==> config.mk <==
export PLATFORM = sky130hd
export DESIGN_NAME = axi4_lite_master
export DESIGN_NICKNAME = d
export VERILOG_FILES = /design/src/rtl/axi4_lite_master.sv
export SDC_FILE = /design/constraint.sdc
export NUM_CORES = 1
export LEC_CHECK = 0
export ABC_CLOCK_PERIOD_IN_PS = 2800
export CORE_ASPECT_RATIO = 0.75
export CORE_MARGIN = 8
export CORE_UTILIZATION = 41
export CTS_CLUSTER_SIZE = 14
export DETAILED_ROUTE_END_ITERATION = 16
export GPL_TIMING_DRIVEN = 0
export MAX_ROUTING_LAYER = met4
export PLACE_DENSITY_LB_ADDON = 0.1
export SETUP_SLACK_MARGIN = 0.4
export SLEW_MARGIN = 30
export SYNTH_ARGS = -nofsm -noshare
export SYNTH_HDL_FRONTEND = slang
export SYNTH_SLANG_ARGS = --single-unit
==> constraint.sdc <==
create_clock -name ACLK -period 2.8 [get_ports ACLK]
set_input_delay 0.28 -clock ACLK [delete_from_list [all_inputs] [get_ports ACLK]]
set_output_delay 0.28 -clock ACLK [all_outputs]
set_load 0.05 [all_outputs]
==> src/rtl/axi4_lite_master.sv <==
// -----------------------------------------------------------------------------
// axi4_lite_master
//
// Turns single-beat core requests (read or write) into AXI4-Lite transactions
// and reports each completion with a one-cycle RSP_VALID pulse.
//
// Ports:
//   ACLK, ARESETn                  clock and asynchronous active-low reset
//   REQ_VALID/REQ_READY            core request handshake
//   REQ_WE, REQ_ADDR,              request direction, address, write data
//   REQ_WDATA, REQ_WSTRB           and byte enables
//   RSP_VALID, RSP_RDATA, RSP_ERR  completion pulse, read data, error flag
//   AR_* / R_*                     AXI4-Lite read address and read data channels
//   AW_* / W_* / B_*               AXI4-Lite write address, data and response
//
// Optional feature:
//   AXI_MASTER_TIMEOUT_EN - enables a watchdog that abandons a transaction
//   after TIMEOUT_CYCLES cycles outside IDLE and completes it with an error.
//   Without it the master waits indefinitely and TIMEOUT_CYCLES is unused.
// -----------------------------------------------------------------------------
module axi4_lite_master #(
    parameter int ADDR_W         = 32,
    parameter int DATA_W         = 32,
    parameter int TIMEOUT_CYCLES = 256
) (
    input  logic                ACLK,
    input  logic                ARESETn,
    input  logic                REQ_VALID,
    output logic                REQ_READY,
    input  logic                REQ_WE,
    input  logic [ADDR_W-1:0]   REQ_ADDR,
    input  logic [DATA_W-1:0]   REQ_WDATA,
    input  logic [DATA_W/8-1:0] REQ_WSTRB,
    output logic                RSP_VALID,
    output logic [DATA_W-1:0]   RSP_RDATA,
    output logic                RSP_ERR,
    output logic                AR_VALID,
    input  logic                AR_READY,
    output logic [ADDR_W-1:0]   AR_ADDR,
    input  logic                R_VALID,
    output logic                R_READY,
    input  logic [DATA_W-1:0]   R_DATA,
    input  logic [1:0]          R_RESP,
    output logic                AW_VALID,
    input  logic                AW_READY,
    output logic [ADDR_W-1:0]   AW_ADDR,
    output logic                W_VALID,
    input  logic                W_READY,
    output logic [DATA_W-1:0]   W_DATA,
    output logic [DATA_W/8-1:0] W_STRB,
    input  logic                B_VALID,
    output logic                B_READY,
    input  logic [1:0]          B_RESP
);

    typedef enum logic [2:0] {
        IDLE,
        RD_ADDR,
        RD_DATA,
        WR,
        WR_RESP
    } state_t;

    state_t              state_q, state_d;
    logic [ADDR_W-1:0]   addr_q, addr_d;
    logic [DATA_W-1:0]   wdata_q, wdata_d;
    logic [DATA_W/8-1:0] wstrb_q, wstrb_d;
    logic                awPend_q, awPend_d;
    logic                wPend_q, wPend_d;
    logic                rspValid_q, rspValid_d;
    logic [DATA_W-1:0]   rspRdata_q, rspRdata_d;
    logic                rspErr_q, rspErr_d;

    // Only the error bit of each response is meaningful to the core.
    logic unusedInputs;
    assign unusedInputs = R_RESP[0] ^ B_RESP[0];

`ifdef AXI_MASTER_TIMEOUT_EN
    localparam int TW = $clog2(TIMEOUT_CYCLES + 1);
    logic [TW-1:0] timer_q, timer_d;
    logic          timeout;

    // Counts cycles spent outside IDLE; the last counted cycle fires the
    // timeout so the abort happens after exactly TIMEOUT_CYCLES busy cycles.
    assign timeout = (state_q != IDLE) && (timer_q == TW'(TIMEOUT_CYCLES - 1));
    assign timer_d = ((state_q == IDLE) || timeout) ? '0 : timer_q + TW'(1);

    always_ff @(posedge ACLK or negedge ARESETn) begin
        if (!ARESETn) begin
            timer_q <= '0;
        end else begin
            timer_q <= timer_d;
        end
    end
`else
    logic unusedTimeout;
    assign unusedTimeout = (TIMEOUT_CYCLES != 0);
`endif

    // Next-state and handshake outputs. Every VALID/READY is a function of
    // registered state only, so none depends combinationally on the slave.
    // REQ_READY stays low during the completion pulse so the core sees the
    // response before it can issue the next request.
    always_comb begin
        state_d    = state_q;
        addr_d     = addr_q;
        wdata_d    = wdata_q;
        wstrb_d    = wstrb_q;
        awPend_d   = awPend_q;
        wPend_d    = wPend_q;
        rspValid_d = 1'b0;
        rspRdata_d = rspRdata_q;
        rspErr_d   = rspErr_q;
        REQ_READY  = 1'b0;
        AR_VALID   = 1'b0;
        R_READY    = 1'b0;
        AW_VALID   = 1'b0;
        W_VALID    = 1'b0;
        B_READY    = 1'b0;

        case (state_q)
            IDLE: begin
                REQ_READY = !rspValid_q;
                if (REQ_VALID && !rspValid_q) begin
                    addr_d  = REQ_ADDR;
                    wdata_d = REQ_WDATA;
                    wstrb_d = REQ_WSTRB;
                    if (REQ_WE) begin
                        awPend_d = 1'b1;
                        wPend_d  = 1'b1;
                        state_d  = WR;
                    end else begin
                        state_d  = RD_ADDR;
                    end
                end
            end
            RD_ADDR: begin
                AR_VALID = 1'b1;
                if (AR_READY) begin
                    state_d = RD_DATA;
                end
            end
            RD_DATA: begin
                R_READY = 1'b1;
                if (R_VALID) begin
                    rspValid_d = 1'b1;
                    rspRdata_d = R_DATA;
                    rspErr_d   = R_RESP[1];
                    state_d    = IDLE;
                end
            end
            WR: begin
                // Address and data channels retire independently.
                AW_VALID = awPend_q;
                W_VALID  = wPend_q;
                if (awPend_q && AW_READY) begin
                    awPend_d = 1'b0;
                end
                if (wPend_q && W_READY) begin
                    wPend_d = 1'b0;
                end
                if (!awPend_d && !wPend_d) begin
                    state_d = WR_RESP;
                end
            end
            WR_RESP: begin
                B_READY = 1'b1;
                if (B_VALID) begin
                    rspValid_d = 1'b1;
                    rspErr_d   = B_RESP[1];
                    state_d    = IDLE;
                end
            end
            default: begin
                state_d = IDLE;
            end
        endcase

`ifdef AXI_MASTER_TIMEOUT_EN
        if (timeout) begin
            state_d    = IDLE;
            awPend_d   = 1'b0;
            wPend_d    = 1'b0;
            rspValid_d = 1'b1;
            rspErr_d   = 1'b1;
            rspRdata_d = '0;
        end
`endif
    end

    // State and datapath registers.
    always_ff @(posedge ACLK or negedge ARESETn) begin
        if (!ARESETn) begin
            state_q    <= IDLE;
            addr_q     <= '0;
            wdata_q    <= '0;
            wstrb_q    <= '0;
            awPend_q   <= 1'b0;
            wPend_q    <= 1'b0;
            rspValid_q <= 1'b0;
            rspRdata_q <= '0;
            rspErr_q   <= 1'b0;
        end else begin
            state_q    <= state_d;
            addr_q     <= addr_d;
            wdata_q    <= wdata_d;
            wstrb_q    <= wstrb_d;
            awPend_q   <= awPend_d;
            wPend_q    <= wPend_d;
            rspValid_q <= rspValid_d;
            rspRdata_q <= rspRdata_d;
            rspErr_q   <= rspErr_d;
        end
    end

    assign AR_ADDR   = addr_q;
    assign AW_ADDR   = addr_q;
    assign W_DATA    = wdata_q;
    assign W_STRB    = wstrb_q;
    assign RSP_VALID = rspValid_q;
    assign RSP_RDATA = rspRdata_q;
    assign RSP_ERR   = rspErr_q;

endmodule

==> results by group, run 1 <==
Route
  • DRC: 0
  • Antenna-violating nets left: 0
  • Routed len/inst: 16.51 um
  • Vias per cell: 4.569
  • Via count: 3861
  • Pre-antenna DRT Iters: 4
  • Final wirelength: 13950 um
  • Initial DRC Count: 199

Synth
  • Synth top area cells: dfrtp_1 60%, nand2_1 17%, mux2_2 8.4%
  • Syn nets: 550
  • Cell with the most instances after synthesis: nand2_1
  • Post-synthesis cell type count: 28
  • Post-synthesis sequential area ratio: 0.6043
  • EDFF count, synth: 0
  • Commonest cells in the netlist: 206 x nand2_1, 107 x dfrtp_1, 33 x buf_4, 33 x mux2_2, 16 x buf_2
  • Avg Cell Area, Syn: 10.14 sq um
  • Primary FF master, synth: dfrtp_1
  • Post-Syn Instances: 437
  • Synthesized area: 4430 sq um
  • Async set or reset register ratio after synthesis: 1.000
  • Syn. warnings: 0
  • Yosys top cell area share: 0.6043
  • Flops & latches, synth: 107
  • Synth area leader: dfrtp_1

CTS
  • Clk buf depth: 2
  • Clk_lat worst skew: 330 ps
  • Clock Sinks: 107
  • H-Tree Depth: 3
  • CTS Buf Count: 9
  • CTS tree: yes
  • Clock Tree Root: clkbuf_16
  • Clock slew at reported path FFs: 70 ps

Timing
  • Setup-failing EPs final: 0
  • Post-route minimum period: 2302 ps
  • Final Skew: 4.253 ps
  • RSZ-0062 raised after global routing: no
  • Slew at the pin closest to its max-slew limit: 569.0 ps
  • Slew HR: 0.6195
  • Hold_ws: 416.5 ps
  • Final Cycle Share: 0.8220
  • Slew Viols, Final: 0
  • Max Freq: 0.4345 GHz
  • Hold Fails Final Rpt: 0

Setup path
  • Data arrival time of the worst path: 2020 ps
  • Worst Path Max Fanout: 9
  • Kind of critical path: reg -> out
  • Required time of the worst setup path: 2520 ps
  • Crit-path cells: nand2b_1, nor2_1, and2_1, clkdlybuf4s15_1
  • Startpoint Class: flip-flop
  • Worst path max stage delay: 520 ps
  • Worst Setup End Kind: output pin
  • Crit-path slowest cell: clkdlybuf4s15_1

Run status
  • Status: complete, no violations

Place
  • RD Place Congestion: 0.8312
  • Placed wire-length estimate: 11170 um
  • IO buf count: 250

Finish
  • Fillers: 827
  • Fin nets: 813
  • Ant. Diodes: 0
  • Share of layout cells above drive strength 1: 0.1475
  • Synth-to-layout area growth: 68.23%

Global routing
  • First-pass GRT wire length: 21650 um
  • Gr usage total: 0.1985
  • Grt total ovfl: 0
  • Largest net degree at the start of global routing: 68
  • Initial antenna violation count: 0
  • Vias in the first global route: 4044

Min path
  • Hold Crit Class: in -> async

Floorplanning
  • Chip height: 106.0 um
  • FP Rows: 33
  • Die width: 136.0 um
  • Core area: 10740 sq um
  • Initial core utilization: 0.4127
  • Die Area: 14420 sq um
  • I/O pin cnt: 253

Run
  • MaxCap Viol Count: 0
sequential cells by signal, summed over array words and instances, names as in the netlist:
| name | flops |
|---|---|
| state_q | 3 |
| RSP_ERR | 1 |
| AR_ADDR | 32 |
| awPend_q | 1 |
| RSP_VALID | 1 |
| W_DATA | 32 |
| W_STRB | 4 |
| wPend_q | 1 |
| RSP_RDATA | 32 |
final timing paths:
check / slack [ps] / start / cells past startpoint / end
worst max-delay path: 500 / state_q[2] / 4 / AW_VALID
worst min-delay path: 420 / ARESETn / 2 / RSP_RDATA[25]
worst max register to register: 990 / state_q[0] / 5 / RSP_RDATA[3]
worst min register to register: 470 / W_DATA[17] / 2 / W_DATA[17]
max in group asynchronous: 1720 / ARESETn / 3 / W_STRB[3]
min in group ACLK: 470 / REQ_ADDR[17] / 3 / AR_ADDR[17]
layer usage:
metal	up-vias	share of wire	GRT usage
li1	1866	-	-
met1	1815	0.40	0.2264
met2	169	0.49	0.3282
met3	11	0.096	0.07304
met4	0	0.0081	0.04378
met5	-	0	-
logic make-up (layout without fill, tap and decap cells):
logic type	after synthesis	count (layout)	synth area share
AND/OR/NAND/NOR	230	230	0.2095
flip-flops	107	107	0.6043
buffers and inverters	56	324	0.08501
multiplexers	33	33	0.08388
AO/OA/AOI/OAI	11	11	0.01723
worst max-delay path: cells and delay by family, from the launching register on:
kind,cells,cell delay (ps)
simple gates,3,700
buf+inv,1,520
flops,1,460
layout by cell type, fill, tap and decap left out:
master	count
nand2b_4	1
bufinv_16	2
a31oi_1	1
nor2b_1	2
buf_4	33
or3_4	1
o221ai_1	1
buf_6	4
a21oi_1	3
nor4b_1	2
clkdlybuf4s15_1	1
mux2_2	33
and2_1	3
inv_1	2
nor2_1	6
clkdlybuf4s50_1	245
clkinv_2	2
nor4bb_1	1
o2bb2ai_1	1
dlygate4sd3_1	1
buf_2	16
nand2b_1	3
clkbuf_16	9
clkbuf_1	4
a22o_1	1
a311oi_1	1
or2_0	1
nor3b_1	1
nand2_1	206
dlygate4sd2_1	3
dfrtp_1	107
a21o_1	2
nor3_1	2
o21ai_0	1
buf_16	1
or2_2	1
clkinvlp_4	1
through the flow:
stage | util | setup WS [ps] | area (sq um) | setup TNS [ps] | cells
after floorplan | - | 438.6 | 4431 | 0 | 437
after global placement | 0.6621 | -2663 | 7108 | -284230 | 827
after detailed placement | 0.6648 | 603.7 | 7137 | 0 | 828
after CTS | 0.6942 | 501.8 | 7452 | 0 | 845
after global routing | 0.6943 | 411.6 | 7453 | 0 | 845
final | 0.6943 | 498.5 | 7453 | 0 | 845
area by class of cell:
type,instances,area (sq um),share of cell area
sequential,107,2678,0.3592
timing repair buffer,252,2537,0.3404
multi-input combinational,274,1376,0.1847
buffer,54,369.1,0.04952
clock buffer,11,232.7,0.03122
tap,140,175.2,0.02350
clock inverter,5,77.57,0.01041
inverter,2,7.507,0.001007
timing repair:
| item | 4_1_cts | 5_1_grt |
|---|---|---|
| hold endpoints to repair | 40 | 0 |
| endpoints found under the setup margin | 4 | 1 |
| hold buffers | 1 | 0 |
| setup buffers | 0 | 0 |
| gates resized for setup | 4 | 1 |
Power of run 1 is not shown: default switching activity piles up to over one toggle a cycle in this logic, so the estimate is an artifact.
==> inputs of run 2 (changes only) <==
- ABC_CLOCK_PERIOD_IN_PS: 2800 -> 1950
- CORE_UTILIZATION: 41 -> 35
- clock period: 2.8 -> 1.95 ns (I/O delays scaled with it)
==> run 2 against run 1 <==
  * Worst hold slack worse by 48 ps
  * Die area grew 15%
  * Cell count grew 7.6%
  * Critical path depth increased by 4
  * Register-to-register slack got worse by 760 ps
  * Worst setup slack got worse by 270 ps
  * Count of clock-buffer cells in the layout stayed put
  * Critical endpoint is now AR_ADDR[21]
  * Clock skew up 2.6 ps
  * Sequential share of layout area decreased by 4.0 points
==> results by group, run 2 (synthesis results as in run 1) <==
Setup path
  • Kind of critical path: reg -> reg
  • Startpoint Class: flip-flop
  • Worst Setup End Kind: flip-flop
  • Required time of the worst setup path: 2180 ps (-340 ps)
  • R2R setup slack: 230 ps (-760 ps)
  • Worst setup endpoint: AR_ADDR[21]
  • R2R Path Start: state_q[0]
  • RR Endpoint: AR_ADDR[21]
  • R2R depth: 8 (+3)
  • CP Launch Point: state_q[0]
  • Data arrival time of the worst path: 1950 ps (-70 ps)
  • Worst Path Max Fanout: 5 (-4)

Timing
  • RSZ-0062 raised after global routing: yes
  • Max Freq: 0.5823 GHz
  • Slew at the pin closest to its max-slew limit: 569.0 ps (-0.03731 ps)
  • Post-route minimum period: 1717 ps
  • Hold Fails Final Rpt: 0 (unchanged)
  • Slew HR: 0.6222 (+0.002719)
  • Final Cycle Share: 0.8807
  • Final Skew: 6.847 ps (+2.594 ps)
  • Setup-failing EPs final: 0 (unchanged)
  • Slew Viols, Final: 0 (unchanged)

Route
  • Vias per cell: 4.504 (-1.4%)
  • Initial DRC Count: 166 (-17%)
  • Antenna-violating nets left: 0 (unchanged)
  • Pre-antenna DRT Iters: 5 (+1)
  • Via count: 4094 (+6.0%)
  • Final wirelength: 15920 um (+14%)
  • Routed len/inst: 17.51 um (+6.0%)
  • DRC: 0 (unchanged)

CTS
  • Clk_lat worst skew: 340 ps (about the same)
  • Clock Sinks: 107 (unchanged)
  • H-Tree Depth: 3 (unchanged)
  • Clock slew at reported path FFs: 70 ps (about the same)
  • Clk buf depth: 2 (unchanged)
  • CTS tree: yes
  • Clock Tree Root: clkbuf_16
  • CTS Buf Count: 9 (unchanged)

Run
  • MaxCap Viol Count: 0 (unchanged)

Floorplanning
  • Die width: 145.9 um (+7.3%)
  • Initial core utilization: 0.3600 (-0.05266)
  • I/O pin cnt: 253 (unchanged)
  • Core area: 12310 sq um (+15%)
  • Die Area: 16550 sq um (+15%)
  • FP Rows: 35 (+6.1%)
  • Chip height: 113.4 um (+7.0%)

Global routing
  • Gr usage total: 0.1904 (-0.008058)
  • Grt total ovfl: 0 (unchanged)
  • Vias in the first global route: 4366 (+8.0%)
  • First-pass GRT wire length: 24290 um (+12%)
  • Initial antenna violation count: 0 (unchanged)
  • Largest net degree at the start of global routing: 57 (-16%)

Finish
  • Post-route cell area: 8399 sq um (+13%)
  • Synth-to-layout area growth: 89.58%
  • Most frequent cells in the layout: 125 x nand2_1, 109 x clkdlybuf4s50_1, 105 x dfrtp_1, 100 x dlygate4sd2_1, 70 x nand2_2
  • Non-Filler Instances: 909 (+7.6%)
  • Ant. Diodes: 0 (unchanged)
  • Share of layout cells above drive strength 1: 0.3795 (+0.2320)
  • Commonest non-fill, non-tap cell in the layout: nand2_1
  • Fin nets: 853 (+4.9%)

Place
  • Placed wire-length estimate: 11270 um (+0.95%)
  • IO buf count: 250 (unchanged)
  • Cell Area, Placed: 7209 sq um (+1.0%)
  • RD Place Congestion: 0.7736 (-6.9%)
  • Cell Count Post-Placement: 854 (+3.1%)

Min path
  • Hold Crit Class: in -> async

Run status
  • Status: complete, no violations
[run 2: area by class of cell]
cell class              instances  area [sq um]
flip-flops and latches        107          2680
inverters                       2         12.51
clock buffers                  11         242.7
clock inverters                 3         40.04
fillers                       948          3906
well taps                     166         207.7
multi-input cells             274          1846
repair buffers                292          2839
plain buffers                  54         531.8
[run 2: metal layers]
| layer | global-route usage | wire [um] |
|---|---|---|
| met5 | - | 0 |
| met4 | 0.05394 | 276 |
| met3 | 0.06685 | 1250 |
| met2 | 0.3097 | 7731 |
| met1 | 0.2210 | 6661 |
[run 2: worst min-delay path by stage]
stage	from	to	slack [ps]	cells past startpoint
after floorplan	ARESETn	AR_ADDR[0]	-100	0
after global placement	W_DATA[15]	W_DATA[15]	450	2
after detailed placement	ARESETn	AR_ADDR[22]	180	1
after CTS	REQ_ADDR[28]	AR_ADDR[28]	370	3
after global routing	REQ_ADDR[29]	AR_ADDR[29]	380	3
final	ARESETn	AR_ADDR[22]	370	2
[run 2: timing repair]
| item | 4_1_cts | 5_1_grt |
|---|---|---|
| hold buffers | 1 | 0 |
| gates resized for setup | 331 | 124 |
| endpoints found under the setup margin | 242 | 142 |
| cloned | 12 | 0 |
| setup buffers | 20 | 8 |
| hold endpoints to repair | 51 | 0 |
| pin swaps | 115 | 21 |
[run 2: critical path, stage by stage, from the launching register on]
cell       delay, ps
dfrtp_1          370
buf_6            130
or3_4            410
nand2b_4         160
buf_6            140
buf_6            120
clkbuf_16        150
nand2_1           70
nand2_1           60
[run 2: stage by stage]
step	setup TNS, ps	hold WS, ps	utilization	setup WS [ps]
6_report	0	368.9	0.6826	232.7
5_1_grt	0	381.2	0.6826	174.9
4_1_cts	0	371.5	0.6641	234.1
3_5_place_dp	-345.1	181.7	0.5859	-143.1
3_3_place_gp	-376520	451.2	0.5835	-3931
2_1_floorplan	0	-100.6	-	339.0
Power of run 2 is left out for the same reason.
